<file path="config.mk">
export PLATFORM = sky130hd
export DESIGN_NAME = audio_out_buffer
export DESIGN_NICKNAME = d
export VERILOG_FILES = /design/src/rtl/audio_pkg.sv /design/src/rtl/audio_out_buffer_fifo.sv /design/src/rtl/audio_out_buffer.sv
export SDC_FILE = /design/constraint.sdc
export NUM_CORES = 1
export LEC_CHECK = 0
export CAP_MARGIN = 20
export CORE_MARGIN = 3
export CORE_UTILIZATION = 57
export DETAILED_ROUTE_END_ITERATION = 16
export DONT_BUFFER_PORTS = 1
export GPL_ROUTABILITY_DRIVEN = 0
export PLACE_DENSITY_LB_ADDON = 0.08
export REMOVE_ABC_BUFFERS = 1
export SETUP_SLACK_MARGIN = 0.05
export SYNTH_ARGS = -nofsm -noshare
export SYNTH_HDL_FRONTEND = slang
export SYNTH_HIERARCHICAL = 1
export SYNTH_SLANG_ARGS = --single-unit
export TNS_END_PERCENT = 100
</file>
<file path="constraint.sdc">
create_clock -name clk -period 4.1 [get_ports clk]
set_input_delay 0.41 -clock clk [delete_from_list [all_inputs] [get_ports clk]]
set_output_delay 0.41 -clock clk [all_outputs]
set_load 0.01 [all_outputs]
</file>
<file path="src/rtl/audio_pkg.sv">
// Constants shared by the ASIP, its test programs and the audio output stage.
package audio_pkg;
  localparam int          AUDIO_DATA_W   = 24;
  localparam logic [23:0] AUDIO_OUT_ADDR = 24'hFFFFF0;
  localparam int          AUDIO_CLK_DIV  = 1134;

  function automatic logic [15:0] sat_inc16(input logic [15:0] v);
    return (v == 16'hFFFF) ? v : v + 16'd1;
  endfunction
endpackage

</file>
<file path="src/rtl/audio_out_buffer_fifo.sv">
// Level-counted synchronous FIFO. Allows a simultaneous pop to free the slot
// for a push when full; never falls through when empty.
module sync_fifo #(
  parameter int DATA_W = 24,
  parameter int DEPTH  = 16
) (
  input  logic                       clk,
  input  logic                       reset,
  input  logic                       push_i,
  input  logic                       pop_i,
  input  logic [DATA_W-1:0]          wdata_i,
  output logic [DATA_W-1:0]          rdata_o,
  output logic [$clog2(DEPTH):0]     level_o,
  output logic                       full_o,
  output logic                       empty_o,
  output logic                       push_ok_o,
  output logic                       pop_ok_o
);
  localparam int AW = $clog2(DEPTH);
  localparam int LW = AW + 1;

  logic [DATA_W-1:0] mem_q [DEPTH];
  logic [AW-1:0]     wr_ptr_q, wr_ptr_d;
  logic [AW-1:0]     rd_ptr_q, rd_ptr_d;
  logic [LW-1:0]     level_q, level_d;

  assign full_o    = (level_q == LW'(DEPTH));
  assign empty_o   = (level_q == '0);
  assign pop_ok_o  = pop_i && !empty_o;
  // A pop in the same cycle frees the slot, so a full FIFO still takes the push.
  assign push_ok_o = push_i && (!full_o || pop_ok_o);
  assign rdata_o   = mem_q[rd_ptr_q];
  assign level_o   = level_q;

  always_comb begin
    wr_ptr_d = push_ok_o ? wr_ptr_q + AW'(1) : wr_ptr_q;
    rd_ptr_d = pop_ok_o  ? rd_ptr_q + AW'(1) : rd_ptr_q;
    level_d  = level_q;
    case ({push_ok_o, pop_ok_o})
      2'b10:   level_d = level_q + LW'(1);
      2'b01:   level_d = level_q - LW'(1);
      default: level_d = level_q;
    endcase
  end

  always_ff @(posedge clk) begin
    if (reset) begin
      wr_ptr_q <= '0;
      rd_ptr_q <= '0;
      level_q  <= '0;
    end else begin
      wr_ptr_q <= wr_ptr_d;
      rd_ptr_q <= rd_ptr_d;
      level_q  <= level_d;
    end
  end

  always_ff @(posedge clk) begin
    if (push_ok_o) mem_q[wr_ptr_q] <= wdata_i;
  end
endmodule

</file>
<file path="src/rtl/audio_out_buffer.sv">
// Snoops ASIP stores to OUT_ADDR into a FIFO and releases one sample per
// sample-rate tick, with level, overflow and underflow status for software.
module audio_out_buffer
  import audio_pkg::*;
#(
  parameter int                       DATA_W   = AUDIO_DATA_W,
  parameter int                       DEPTH    = 16,
  parameter logic [AUDIO_DATA_W-1:0]  OUT_ADDR = AUDIO_OUT_ADDR,
  parameter int                       CLK_DIV  = AUDIO_CLK_DIV
) (
  input  logic                     clk,
  input  logic                     reset,
  input  logic                     enable,
  input  logic                     mem_write,
  input  logic [DATA_W-1:0]        mem_addr,
  input  logic [DATA_W-1:0]        mem_wdata,
  output logic [DATA_W-1:0]        sample_out,
  output logic                     sample_strobe,
  output logic [$clog2(DEPTH):0]   fifo_level,
  output logic                     full,
  output logic                     overflow,
  output logic [15:0]              underflow_cnt
);
  localparam int DIV_W = $clog2(CLK_DIV);

  logic [DIV_W-1:0]  div_cnt_q, div_cnt_d;
  logic [DATA_W-1:0] sample_q, sample_d;
  logic              strobe_q, strobe_d;
  logic              overflow_q, overflow_d;
  logic [15:0]       underflow_q, underflow_d;

  logic              hit, tick;
  logic [DATA_W-1:0] head;
  logic              empty, push_ok, pop_ok;

  assign hit  = mem_write && (mem_addr == DATA_W'(OUT_ADDR));
  assign tick = enable && (div_cnt_q == DIV_W'(CLK_DIV - 1));

  sync_fifo #(.DATA_W(DATA_W), .DEPTH(DEPTH)) u_fifo (
    .clk       (clk),
    .reset     (reset),
    .push_i    (hit),
    .pop_i     (tick),
    .wdata_i   (mem_wdata),
    .rdata_o   (head),
    .level_o   (fifo_level),
    .full_o    (full),
    .empty_o   (empty),
    .push_ok_o (push_ok),
    .pop_ok_o  (pop_ok)
  );

  always_comb begin
    div_cnt_d   = '0;
    if (enable && !tick) div_cnt_d = div_cnt_q + DIV_W'(1);
    sample_d    = pop_ok ? head : sample_q;
    strobe_d    = pop_ok;
    // Only a store that the FIFO actually refused counts as overflow.
    overflow_d  = overflow_q || (hit && !push_ok);
    underflow_d = (tick && empty) ? sat_inc16(underflow_q) : underflow_q;
  end

  always_ff @(posedge clk) begin
    if (reset) begin
      div_cnt_q   <= '0;
      sample_q    <= '0;
      strobe_q    <= 1'b0;
      overflow_q  <= 1'b0;
      underflow_q <= '0;
    end else begin
      div_cnt_q   <= div_cnt_d;
      sample_q    <= sample_d;
      strobe_q    <= strobe_d;
      overflow_q  <= overflow_d;
      underflow_q <= underflow_d;
    end
  end

  assign sample_out    = sample_q;
  assign sample_strobe = strobe_q;
  assign overflow      = overflow_q;
  assign underflow_cnt = underflow_q;
endmodule
</file>
* Yosys cells after proc, flatten, opt, wreduce, memory -nomap -nowiden
Memory sizes are Yosys's and may differ from the RTL's. A register that Yosys moved wholly into a read port is not among the register bits.
Cells that the tools add are included.
** Operators by class
- Add/sub/neg operators :: 6
- Muxes and demuxes :: 3
- Bitwise operators :: 2
- Reductions and logical operators :: 17
- Equality and inequality tests :: 6
** Operators by type and width (number)
- 24-bit == test, second input constant :: 1
- 16-bit by 1-bit adder with 16-bit output, second input constant :: 1
- 16-bit == test, second input constant :: 1
- 11-bit by 1-bit adder with 11-bit output, second input constant :: 1
- 11-bit == test, second input constant :: 1
- 5-bit one-hot mux with 2 select lines :: 1
- 4-bit by 1-bit adder with 4-bit output, second input constant :: 2
- 1-bit logical AND :: 7
- 5-bit by 1-bit adder with 5-bit output, second input constant :: 1
- 5-bit == test, second input constant :: 1
- 5-bit logical NOT :: 1
- 5-bit by 1-bit subtractor with 5-bit output, second input constant :: 1
- 1-bit logical NOT :: 4
- 2-bit by 1-bit == test with 1-bit output, second input constant :: 1
- 2-bit == test, second input constant :: 1
- 1-bit logical OR :: 2
- 1-bit two-way mux :: 2
- 1-bit inverter :: 2
- 2-bit AND reduction :: 1
- 2-bit nonzero test :: 1
- 2-bit OR reduction :: 1
** Storage, ports and cells
- RAM bits :: 384
- Bits of input ports :: 52
- Output and inout port bits :: 48
- Register bits after elaboration :: 42
- Memories :: 1
- Logic and storage cells :: 42
** Memory list
- u_fifo.mem_q :: words 16, bits a word 24, rd ports 1, clocked after Yosys merged registers in 1, write ports 1, line audio_out_buffer_fifo.sv:22 : logic [DATA_W-1:0] mem_q [DEPTH];

* Logic depth before layout (Yosys ltp)
Gate-level depths: netlist (run 1).
- Word-level depth :: 8
- Depth in mapped cells :: 13
- Depth with buffers taken out :: 12

* Cells and area by module
The synthesis (run 1) kept the hierarchy.
** By module, submodules not included
- sync_fifo :: seq. area each 11871.4 sq um, area each 15367.2 sq um, cells an instance 719, times used 1
- audio_out_buffer :: seq. area each 1061.0 sq um, area each 2252.2 sq um, cells an instance 244, times used 1

* Least setup slack after synthesis (run 1)
OpenSTA, ideal clock, no wires.
- Kind :: flip-flop to flip-flop
- Start point :: register div_cnt_q[0]
- End point :: memory u_fifo.mem_q[0][0] (enable)
- Path buffers :: 1
- Clock period less this slack :: 3.966 ns
- Slack :: 0.134 ns
- Cell stages (with the launch flop) :: 9
- Arrival time :: 3.531 ns
- Setup time :: 0.435 ns
- Required time :: 3.665 ns
- Path through :: dfxtp_1 -> ha_1 -> nand4bb_1 -> nor4_1 -> clkbuf_1 -> nor2b_1 -> a21oi_1 -> nand2_1 -> nor3_1
** On the way
- Longest elaborated chain between the ends :: 7
** RTL lines
- start: declaration :: line audio_out_buffer.sv:26 : logic [DIV_W-1:0] div_cnt_q, div_cnt_d;
- start signal: assignment :: line audio_out_buffer.sv:71 : div_cnt_q <= div_cnt_d;
- 11-bit == test :: line audio_out_buffer.sv:37 : assign tick = enable && (div_cnt_q == DIV_W'(CLK_DIV - 1));
- 1-bit logical AND :: line audio_out_buffer.sv:37
- named net tick :: line audio_out_buffer.sv:32 : logic hit, tick;
- 1-bit logical AND :: line audio_out_buffer_fifo.sv:29 : assign pop_ok_o = pop_i && !empty_o;
- 1-bit logical OR :: line audio_out_buffer_fifo.sv:31 : assign push_ok_o = push_i && (!full_o || pop_ok_o);
- 1-bit logical AND :: line audio_out_buffer_fifo.sv:31
- named net push_ok :: line audio_out_buffer.sv:34 : logic empty, push_ok, pop_ok;
- 1-bit two-way mux :: line audio_out_buffer_fifo.sv:59 : if (push_ok_o) mem_q[wr_ptr_q] <= wdata_i;
- 1-bit two-way mux (not written as such) :: line audio_out_buffer_fifo.sv:59
- end: declaration :: line audio_out_buffer_fifo.sv:22
The timed path passes the listed nets, and every way through them passes these cells.

* Worst setup path in the final report (run 1)
- Start point :: register div_cnt_q[0]
- End point :: register u_fifo.level_q[4], in the netlist u_fifo/level_o[4]
** On the way
- Longest elaborated chain between the ends :: 7
- Elaborated cells between the ends (all ways) :: 9
- Those cells by class :: eq/ne: 3; mux: 1; reduce/logical: 5
** RTL lines
- 11-bit == test * :: line audio_out_buffer.sv:37
- 1-bit logical AND * :: line audio_out_buffer.sv:37
- named net tick :: line audio_out_buffer.sv:32
- 1-bit logical AND * :: line audio_out_buffer_fifo.sv:29
- 1-bit logical OR :: line audio_out_buffer_fifo.sv:31
- 1-bit logical AND :: line audio_out_buffer_fifo.sv:31
- 2-bit by 1-bit == test with 1-bit output / 2-bit == test (equally long branches) :: line audio_out_buffer_fifo.sv:39 : case ({push_ok_o, pop_ok_o})
- 5-bit one-hot mux with 2 select lines / 2-bit nonzero test (equally long branches)
- end signal: assignment :: line audio_out_buffer_fifo.sv:54 : level_q <= level_d;
- end: declaration :: line audio_out_buffer_fifo.sv:25 : logic [LW-1:0] level_q, level_d;
The timed path passes the listed nets; every way through them passes the cells marked *.
A chain may end at the register's enable or synchronous reset.

==> reports/qor.yml, run 1 <==
outcome: "complete, no violations"
cts_resized: 0
final.period_utilization: 0.779
placementRows: 63
synth_top_family_by_area: "multiplexers"
worst_ep_required_time_ns: 4.51
io_pins: 100
floorplan.core_area_sq_um: 30000
finalCoreUtilization: 0.665
grt_pass1_wl_um: 56900
hp-class: "primary input to flip-flop"
fp.dieArea_sq_um: 33100
timing.max_slew.rel_slack: 0.351
post_synth_fa_ha_maj_area_fraction: 0.00895
postSynth.topFlopCell: "edfxtp_1"
num-nets-final: 1079
worstSetupPathType: "flip-flop to flip-flop"
synth_edf_count: 384
final_period_demand_of_the_worst_path_ns: 3.19
worst_r2r_path_depth: 11
die_x_um: 182
worstHoldPathCells: 2
avgSynthCellArea_sq_um: 18.3
clk_pin_slew_worst_paths_ns: 0.06
route.vias.total: 8977
synth_cells: 963
area_share_of_the_leading_cell_type_in_the_synthesized_netlist: 0.654
synth.top_cells.by_count: "edfxtp_1, mux4_2, nor2_1"
grt_start_max_net_pins: 53
setup_viol: 0
area_growth_pct: 13.4
p_comb_frac: 0.009
antenna_cells_inserted: 0
fin_skew_ns: 0.0147
route.detailed.wl_per_inst_um: 25.7
synthesis.area_sq_um: 17600
final_cell_count_no_fill: 1443
drt-met1-wl_um: 15500
synth_compound_area_frac: 0.0327
cts_inserted_buffers: 46
detail_route_met3_wl_um: 1770
synth_seq_cells: 454
final_hold_viol_count: 0
drtAntennaViolNets: 0
synth-xor-area-share: 0.0114
die_h_um: 182
cts_htree_levels: 2
cts_root_buffer: "clkbuf_16"
initial_utilization: 0.587
critPathLaunchType: "flip-flop"
route.met2.wl_um: 19100
max-vdd-ir-drop_mv: 0.374
worstMarginPinSlew_ns: 0.972
ys_warn_count: 6
sum_of_overflow_across_all_layers_after_global_routing: 0
p_seq_frac: 0.548
grt_antenna_before_repair: 0
cts_tree: "yes"
p_sw_frac: 0.190
power.share.clock: 0.442
power_density_nw_per_um2: 456
wirelength_um: 37100
netlist-cell-type-count: 51
post_synthesis_simple_gate_area_fraction: 0.0565
maxSlewViolCount: 0
number_of_iterations_in_the_first_detailed_routing_pass: 5
highest_routed_metal_layer: "met4"
power_report.internal_total_mw: 7.38
synthArstFlopShare: 0
ys_seq_area_frac: 0.734
max_clk_rate_mhz: 313
detailed_place.area_sq_um: 18200
dp_hpwl_um: 20300
unrepaired_setup_endpoints_after_global_routing: "false"
detail_route.drc_violations: 0
power.net_switching_mw: 1.73
end_kind: "flip-flop"
number_of_buffers_between_clock_root_and_the_deepest_sink: 3
synth_top_area_cell: "edfxtp_1"
grt.total_usage: 0.228
cts.sink_count: 454
fraction_of_final_layout_cells_sized_beyond_drive_strength_1: 0.222
finalSetupTns_ns: 0
layout.cell_area.non_filler_sq_um: 20000
post-synth-top-count-cell: "edfxtp_1"
drv_cap: 0
worst_ep_arrival_time_ns: 3.60
clk-insertion-delay-late_ns: 0.54
muxShareOfSynthArea: 0.141
buffer_ports.inserted: 0
static-leakage-power_nw: 6.30
placedCellCount: 1332
num-fill-cells: 1994
routed_via_density: 6.22
netlist_top_cells_area: "edfxtp_1, mux4_2, dfxtp_1"
drt_first_iter_violations: 865
critical_path_peak_fanout: 10
grt_pass1_vias: 9455
fin_hold_ws_ns: 0.0550
==> path summary, 6_finish.rpt <==
kind | from | endpoint | slack (ns)
max | div_cnt_q[0] | u_fifo/level_o[4] | 0.91
min | reset | overflow | 0.06
max reg2reg | div_cnt_q[0] | u_fifo/level_o[4] | 0.91
min reg2reg | div_cnt_q[9] | div_cnt_q[9] | 0.52
==> sequential cells by signal (all words and copies together), names as in the netlist, named ones only <==
| name | cells |
|---|---|
| overflow | 1 |
| u_fifo/mem_q | 384 |
| div_cnt_q | 11 |
| sample_strobe | 1 |
| u_fifo/wr_ptr_q | 4 |
| u_fifo/level_o | 5 |
| u_fifo/rd_ptr_q | 4 |
| sample_out | 24 |
| underflow_cnt | 16 |
==> what timing repair did <==
item,4_1_cts,5_1_grt
setup buffers,0,0
hold buffers,25,0
hold endpoints to repair,435,0
==> power groups by stage <==
| stage | sequential (mW) | combinational, mW | clock [mW] |
|---|---|---|---|
| 4_1_cts | 5.00 | 0.0862 | 4.12 |
| 6_report | 5.00 | 0.0858 | 4.03 |
| 2_1_floorplan | 5.10 | 0.00696 | 0 |
| 3_3_place_gp | 5.10 | 0.00822 | 0 |
| 5_1_grt | 5.00 | 0.0963 | 4.31 |
| 3_5_place_dp | 5.10 | 0.00928 | 0 |
==> cell type report <==
type	instances	area, sq um	area share
repair buffers	54	510	0.0256
inverters	14	52.6	0.00263
clock buffers	62	1260	0.0631
multi-input cells	445	4500	0.225
flip-flops and latches	454	12900	0.648
clock inverters	24	223	0.0111
well taps	390	488	0.0244
==> cell usage in the layout (no fill, tap or decap), drive strengths merged, types with 2 or more instances in the layout <==
cell type and count:
o21ai 6, nor4b 2, nand4 9, inv 15, and3 7, xor2 6, mux2i 28, mux2 4
o21a 4, a22oi 48, nand4bb 2, mux4 96, buf 30, xnor2 17, o211ai 2, nor4 5
a21oi 9, nor2b 10, or2 4, nand2 39, or3 2, nor3 14, dfxtp 70, o31ai 3
nand3 17, ha 11, clkbuf 62, nand2b 4, clkinv 19, bufinv 3, nor2 76, nor3b 4
edfxtp 384, dlygate4sd3 24, or4 5
==> worst max-delay path: stages, from the launching register on <==
cell and delay, ns:
dfxtp_1 0.41, ha_1 0.18, nand4bb_1 0.17, nor4_1 0.30, buf_4 0.22, nor2b_1 0.23, o21ai_4 0.11, fa_1 0.41
nand2b_1 0.16, o2bb2ai_1 0.17, and3_1 0.21, or4_1 0.48
==> kinds of logic after synthesis <==
family / Yosys count
AOI/OAI and AO/OA: 79
xor gates and xnor gates: 23
adders and majority gates: 12
buffers and inverters: 64
DFF: 454
muxes: 128
and+or+nand+nor: 203
==> stage by stage <==
step / total power [mW] / setup WS (ns)
final: 9.11 / 0.906
after global routing: 9.40 / 0.694
after CTS: 9.20 / 0.938
after detailed placement: 5.11 / 0.966
after global placement: 5.11 / 1.07
after floorplan: 5.11 / -1.09
==> routing by layer <==
layer | global-route usage | vias to the layer above
met3 | 0.0331 | 62
li1 | - | 3957
met5 | 0 | -
met1 | 0.317 | 4673
met4 | 0.0600 | 0
met2 | 0.385 | 285
Note: power is estimated with default switching activity, not from simulation.
==> inputs of run 2 (changes only) <==
clock period = 2.7 ns   (was 4.1 ns; I/O delays follow)
==> run 2 against run 1 <==
Worst setup slack worse by 0.89 ns. Hold slack worse by 0.019 ns. Critical path depth unchanged. Register-to-register slack worse by 0.89 ns. Power up 54%. Clock power up 57%. Highest routed layer unchanged. Final cell count up 2.6%. Utilization up 2.4 points. Sequential share of layout area down 2.2 points. Critical endpoint unchanged. Via count up 2.2%. Non-clock buffer count up 35. First-iteration DRC count up 2.0%.
==> reports/qor.yml, run 2 (synthesis gave the netlist of run 1 again) <==
grt_antenna_before_repair: 3  # +3
final_hold_viol_count: 0  # unchanged
final.period_utilization: 0.995  # +0.216
combined_buffer_and_inverter_count_along_the_critical_path: 1  # unchanged
floorplan.core_area_sq_um: 30000  # unchanged
maxSlewViolCount: 0  # unchanged
drv_cap: 0  # unchanged
r2r_path_start: "div_cnt_q[1]"
place_ws_ns: -0.190  # -1.16 ns
reg2reg_setup_slack_ns: 0.01  # -0.89 ns
static-leakage-power_nw: 6.57  # +4.3%
finalSetupTns_ns: 0  # unchanged
worst_ep_arrival_time_ns: 3.09  # -0.51 ns
power_density_nw_per_um2: 680  # +49%
max_clk_rate_mhz: 372  # +19%
critical_path_cell_count: 11  # unchanged
clk-insertion-delay-late_ns: 0.53  # about the same
setup.worst_path.start: "div_cnt_q[1]"
drtAntennaViolNets: 0  # unchanged
detail_route.drc_violations: 0  # unchanged
setup.worst_path.end: "u_fifo/level_o[4]"
clk_pin_slew_worst_paths_ns: 0.06  # about the same
grt_start_max_net_pins: 55  # +3.8%
critical_path_peak_fanout: 3  # -7
grt_pass1_vias: 9873  # +4.4%
grt.total_usage: 0.230  # +0.00267
num-nets-final: 1114  # +3.2%
final_cell_count_no_fill: 1481  # +2.6%
worstMarginPinSlew_ns: 0.644  # -0.328 ns
cts_root_buffer: "clkbuf_16"
area_growth_pct: 17.4
routed_via_density: 6.19  # -0.45%
end_kind: "flip-flop"
route.detailed.wl_per_inst_um: 25.4  # -1.2%
largest-register: "u_fifo/mem_q"
drt_first_iter_violations: 882  # +2.0%
fraction_of_final_layout_cells_sized_beyond_drive_strength_1: 0.263  # +0.0409
worstSetupPathType: "flip-flop to flip-flop"
number_of_iterations_in_the_first_detailed_routing_pass: 5  # unchanged
fp.dieArea_sq_um: 33100  # unchanged
num-fill-cells: 1896  # -4.9%
worst_r2r_path_depth: 11  # unchanged
layout_commonest_cell: "edfxtp_1"
most-common-layout-cells: "edfxtp_1, mux4_2, dfxtp_1"
cts.sink_count: 454  # unchanged
unrepaired_setup_endpoints_after_global_routing: "true"
buffer_ports.inserted: 0  # unchanged
placedCellCount: 1364  # +2.4%
fin_hold_ws_ns: 0.0365  # -0.0185 ns
critical_path.top_delay_family: "simple AND/OR/NAND/NOR gates"
initial_utilization: 0.587  # unchanged
hp-class: "primary input to flip-flop"
final_period_demand_of_the_worst_path_ns: 2.69  # -0.508 ns
placementRows: 63  # unchanged
die_x_um: 182  # unchanged
die_h_um: 182  # unchanged
dp_hpwl_um: 20700  # +1.6%
worstPathCellList: "inv_2 -> ha_4 -> nand4bb_4 -> nor4_4 -> nor2b_4 -> o21ai_4 -> fa_2 -> nand2b_4 -> o2bb2ai_4 -> and3_1 -> or4_1"
number_of_buffers_between_clock_root_and_the_deepest_sink: 3  # unchanged
grt_pass1_wl_um: 58100  # +2.1%
largest_reg_flops: 384  # unchanged
setup_viol: 0  # unchanged
worst_ep_required_time_ns: 3.11  # -1.40 ns
fin_skew_ns: 0.0164  # +0.00168 ns
outcome: "complete, no violations"
cts_inserted_buffers: 46  # unchanged
critPathLaunchType: "flip-flop"
worst_path_largest_cell_delay_ns: 0.45  # -0.03 ns
max-vdd-ir-drop_mv: 0.603  # +61%
route.vias.total: 9172  # +2.2%
wirelength_um: 37600  # +1.4%
sum_of_overflow_across_all_layers_after_global_routing: 0  # unchanged
cts_tree: "yes"
cp_slowest_cell: "or4_1"
final_critical_path_setup_slack_ns: 0.0144  # -0.892 ns
io_pins: 100  # unchanged
cts_htree_levels: 2  # unchanged
finalCoreUtilization: 0.689  # +0.0239
r2r-end: "u_fifo/level_o[4]"
timing.max_slew.rel_slack: 0.569  # +0.218
run 2: cell type report:
cell class	count	area (sq um)	share of cell area
Tap cell	390	488	0.0236
Sequential cell	454	12900	0.625
Clock buffer	68	1390	0.0671
Inverter	14	57.6	0.00278
Clock inverter	17	169	0.00816
Multi-Input combinational cell	445	4620	0.223
Antenna cell	4	10.0	0.000484
Timing Repair Buffer	89	1020	0.0492
run 2: worst reg2reg max path, delay by kind of cell (launching register included):
kind | cells | cell delay (ns)
DFF | 1 | 0.32
buffers and inverters | 1 | 0.06
adders and majority gates | 2 | 0.52
and+or+nand+nor | 6 | 1.44
AOI/OAI and AO/OA | 2 | 0.22
run 2: what timing repair did:
| item | in CTS | in global routing |
|---|---|---|
| resized for setup | 16 | 12 |
| endpoints found under the hold margin | 442 | 0 |
| setup buffers | 2 | 0 |
| setup endpoints to repair | 100 | 193 |
| hold buffers | 26 | 0 |
| pin swaps | 3 | 2 |
run 2: report_power, final:
part	switching, mW	leakage [nW]	total [mW]	internal, mW
Clock	2.49	0.763	6.34	3.85
Combinational	0.105	1.79	0.142	0.0377
Sequential	0.00126	4.02	7.59	7.59
Total	2.59	6.57	14.1	11.5
run 2: per-stage QoR:
step	area (sq um)	total power [mW]
6_report	20700	14.1
3_5_place_dp	18700	7.76
5_1_grt	20700	14.5
4_1_cts	20600	14.2
3_3_place_gp	18700	7.76
2_1_floorplan	17400	7.75
run 2: worst min-delay path by stage:
stage / from / endpoint / slack [ns] / cells after the start
2_1_floorplan: reset / u_fifo/level_o[2] / 0.34 / 1
3_3_place_gp: reset / flip-flop / 0.36 / 1
3_5_place_dp: reset / flip-flop / 0.35 / 1
4_1_cts: reset / u_fifo/level_o[4] / 0.01 / 2
5_1_grt: enable / div_cnt_q[1] / 0.08 / 3
6_report: reset / u_fifo/level_o[4] / 0.04 / 2
run 2: layer usage:
layer	track usage	vias to the layer above	wire (um)
met1	0.308	4786	15200
met5	0	-	0
met3	0.0387	67	1960
met2	0.398	287	19700
li1	-	4032	-
met4	0.0625	0	726
==> inputs of run 3 (changes only) <==
CTS_CLUSTER_SIZE = 12   (was not set)
==> run 3 against run 2 <==
Wire length grew 0.12%. Register-to-register slack is essentially flat. Power shrank 3.1%. Fmax grew 0.18%. Sequential share of layout area grew 0.45 points. Sequential power is essentially flat. Critical endpoint unchanged.
==> reports/qor.yml, run 3 (synthesis gave the netlist of run 1 again) <==
reg2reg_setup_slack_ns: 0.02  # about the same
final.period_utilization: 0.993  # -0.00177
placementRows: 63  # unchanged
final_hold_viol_count: 0  # unchanged
grt_antenna_before_repair: 0  # -3
power.share.clock: 0.433  # -0.018
multiInputGateArea_sq_um: 4620  # unchanged
io_pins: 100  # unchanged
clk_pin_slew_worst_paths_ns: 0.06  # about the same
timing.max_slew.rel_slack: 0.565  # -0.00415
drv_cap: 0  # unchanged
area_growth_pct: 16.6
grt_start_max_net_pins: 55  # unchanged
drtAntennaViolNets: 0  # unchanged
number_of_iterations_in_the_first_detailed_routing_pass: 5  # unchanged
worst_ep_required_time_ns: 3.11  # about the same
place_ws_ns: -0.190  # unchanged
outcome: "complete, no violations"
final_critical_path_setup_slack_ns: 0.0192  # +0.00478 ns
most-common-layout-cells: "edfxtp_1, mux4_2, dfxtp_1"
route.detailed.wl_per_inst_um: 25.5  # +0.32%
detail_route.drc_violations: 0  # unchanged
final_period_demand_of_the_worst_path_ns: 2.68  # -0.00478 ns
p_comb_frac: 0.010  # about the same
floorplan.core_area_sq_um: 30000  # unchanged
worstMarginPinSlew_ns: 0.650  # +0.00620 ns
initial_utilization: 0.587  # unchanged
num-nets-final: 1115  # +0.090%
sum_of_overflow_across_all_layers_after_global_routing: 0  # unchanged
worst_ep_arrival_time_ns: 3.09  # about the same
maxSlewViolCount: 0  # unchanged
clk-insertion-delay-late_ns: 0.54  # about the same
power_report.internal_total_mw: 11.1  # -3.5%
cts_htree_levels: 2  # unchanged
routed_via_density: 6.20  # +0.18%
finalCoreUtilization: 0.684  # -0.00492
num-fill-cells: 1909  # +0.69%
buffer_ports.inserted: 0  # unchanged
cts_root_buffer: "clkbuf_16"
dp_hpwl_um: 20700  # unchanged
setup_viol: 0  # unchanged
power.net_switching_mw: 2.55  # -1.5%
total_power_mw: 13.6  # -3.1%
largest-register: "u_fifo/mem_q"
cts.sink_count: 454  # unchanged
setup.worst_path.start: "div_cnt_q[1]"
seqCellArea_sq_um: 12900  # unchanged
worst_r2r_path_depth: 11  # unchanged
layout.cell_area.non_filler_sq_um: 20500  # -0.71%
p_seq_frac: 0.557  # +0.018
detailed_place.area_sq_um: 18700  # unchanged
largest_reg_flops: 384  # unchanged
cts_inserted_buffers: 47  # +2.2%
grt.total_usage: 0.230  # -0.000686
unrepaired_setup_endpoints_after_global_routing: "true"
number_of_buffers_between_clock_root_and_the_deepest_sink: 3  # unchanged
wirelength_um: 37700  # +0.12%
critical_path_peak_fanout: 3  # unchanged
route.vias.total: 9170  # -0.022%
hp-class: "primary input to flip-flop"
max-vdd-ir-drop_mv: 0.734  # +22%
p_sw_frac: 0.187  # +0.00309
drt_first_iter_violations: 815  # -7.6%
cts_tree: "yes"
max_clk_rate_mhz: 373  # +0.18%
power_density_nw_per_um2: 664  # -2.4%
critPathLaunchType: "flip-flop"
fin_skew_ns: 0.0190  # +0.00261 ns
fp.dieArea_sq_um: 33100  # unchanged
r2r-end: "u_fifo/level_o[4]"
grt_pass1_vias: 9918  # +0.46%
static-leakage-power_nw: 6.49  # -1.1%
grt_pass1_wl_um: 58000  # -0.24%
finalSetupTns_ns: 0  # unchanged
fraction_of_final_layout_cells_sized_beyond_drive_strength_1: 0.254  # -0.00920
r2r_path_start: "div_cnt_q[1]"
die_h_um: 182  # unchanged
layout_commonest_cell: "edfxtp_1"
end_kind: "flip-flop"
setup.worst_path.end: "u_fifo/level_o[4]"
worstSetupPathType: "flip-flop to flip-flop"
die_x_um: 182  # unchanged
-- run 3: changes by cell type in the layout (fill, tap and decap cells not counted), moves of 2 or more --
cell	change
clkbuf_1	+12
bufinv_16	-3
clkbuf_8	-3
diode_2	-3
clkinv_1	-2
-- run 3: layout make-up --
| cell class | instances | share of cell area |
|---|---|---|
| inverters | 14 | 0.00280 |
| repair buffers | 89 | 0.0495 |
| clock buffers | 76 | 0.0666 |
| well taps | 390 | 0.0238 |
| multi-input cells | 445 | 0.225 |
| flip-flops and latches | 454 | 0.630 |
| diodes | 1 | 0.000122 |
| clock inverters | 9 | 0.00244 |
-- run 3: worst min path at each step --
stage / startpoint / endpoint / slack, ns / depth (start not counted)
floorplan: reset / u_fifo/level_o[2] / 0.34 / 1
CTS: reset / u_fifo/level_o[4] / 0.008 / 2
detailed placement: reset / flip-flop / 0.35 / 1
global route: enable / div_cnt_q[1] / 0.08 / 3
finish: reset / u_fifo/level_o[4] / 0.03 / 2
global placement: reset / flip-flop / 0.36 / 1
-- run 3: power groups by stage --
stage	Sequential, mW	Combinational (mW)	Clock (mW)
final	7.59	0.142	5.90
after detailed placement	7.74	0.0174	0
after global placement	7.74	0.0163	0
after floorplan	7.74	0.0106	0
after global routing	7.59	0.157	6.30
after CTS	7.59	0.139	6.02
-- run 3: per-stage QoR --
stage	std cells	hold WS, ns
3_3_place_gp	1364	0.355
6_report	1478	0.0309
3_5_place_dp	1364	0.353
2_1_floorplan	913	0.339
4_1_cts	1477	0.00757
5_1_grt	1477	0.0789
-- run 3: timing repair --
item                       in CTS  in global routing
hold buffers                   26                  0
buffers inserted                2                  0
setup endpoints to repair     115                250
hold endpoints to repair      442                  0
pin swaps                       3                  2
resized for setup              16                 12
-- run 3: metal layers --
metal | track usage | vias up | routed length, um
met4 | 0.0655 | 0 | 836
met2 | 0.398 | 269 | 19700
met1 | 0.310 | 4788 | 15300
li1 | - | 4035 | -
met3 | 0.0300 | 78 | 1860
met5 | 0 | - | 0
-- run 3: worst max-delay path, stage by stage, from the launching register on --
cell and delay (ns):
dfxtp_2 0.32, inv_2 0.06, ha_4 0.13, nand4bb_4 0.13
nor4_4 0.30, nor2b_4 0.21, o21ai_4 0.08, fa_2 0.39
nand2b_4 0.16, o2bb2ai_4 0.15, and3_1 0.18, or4_1 0.45
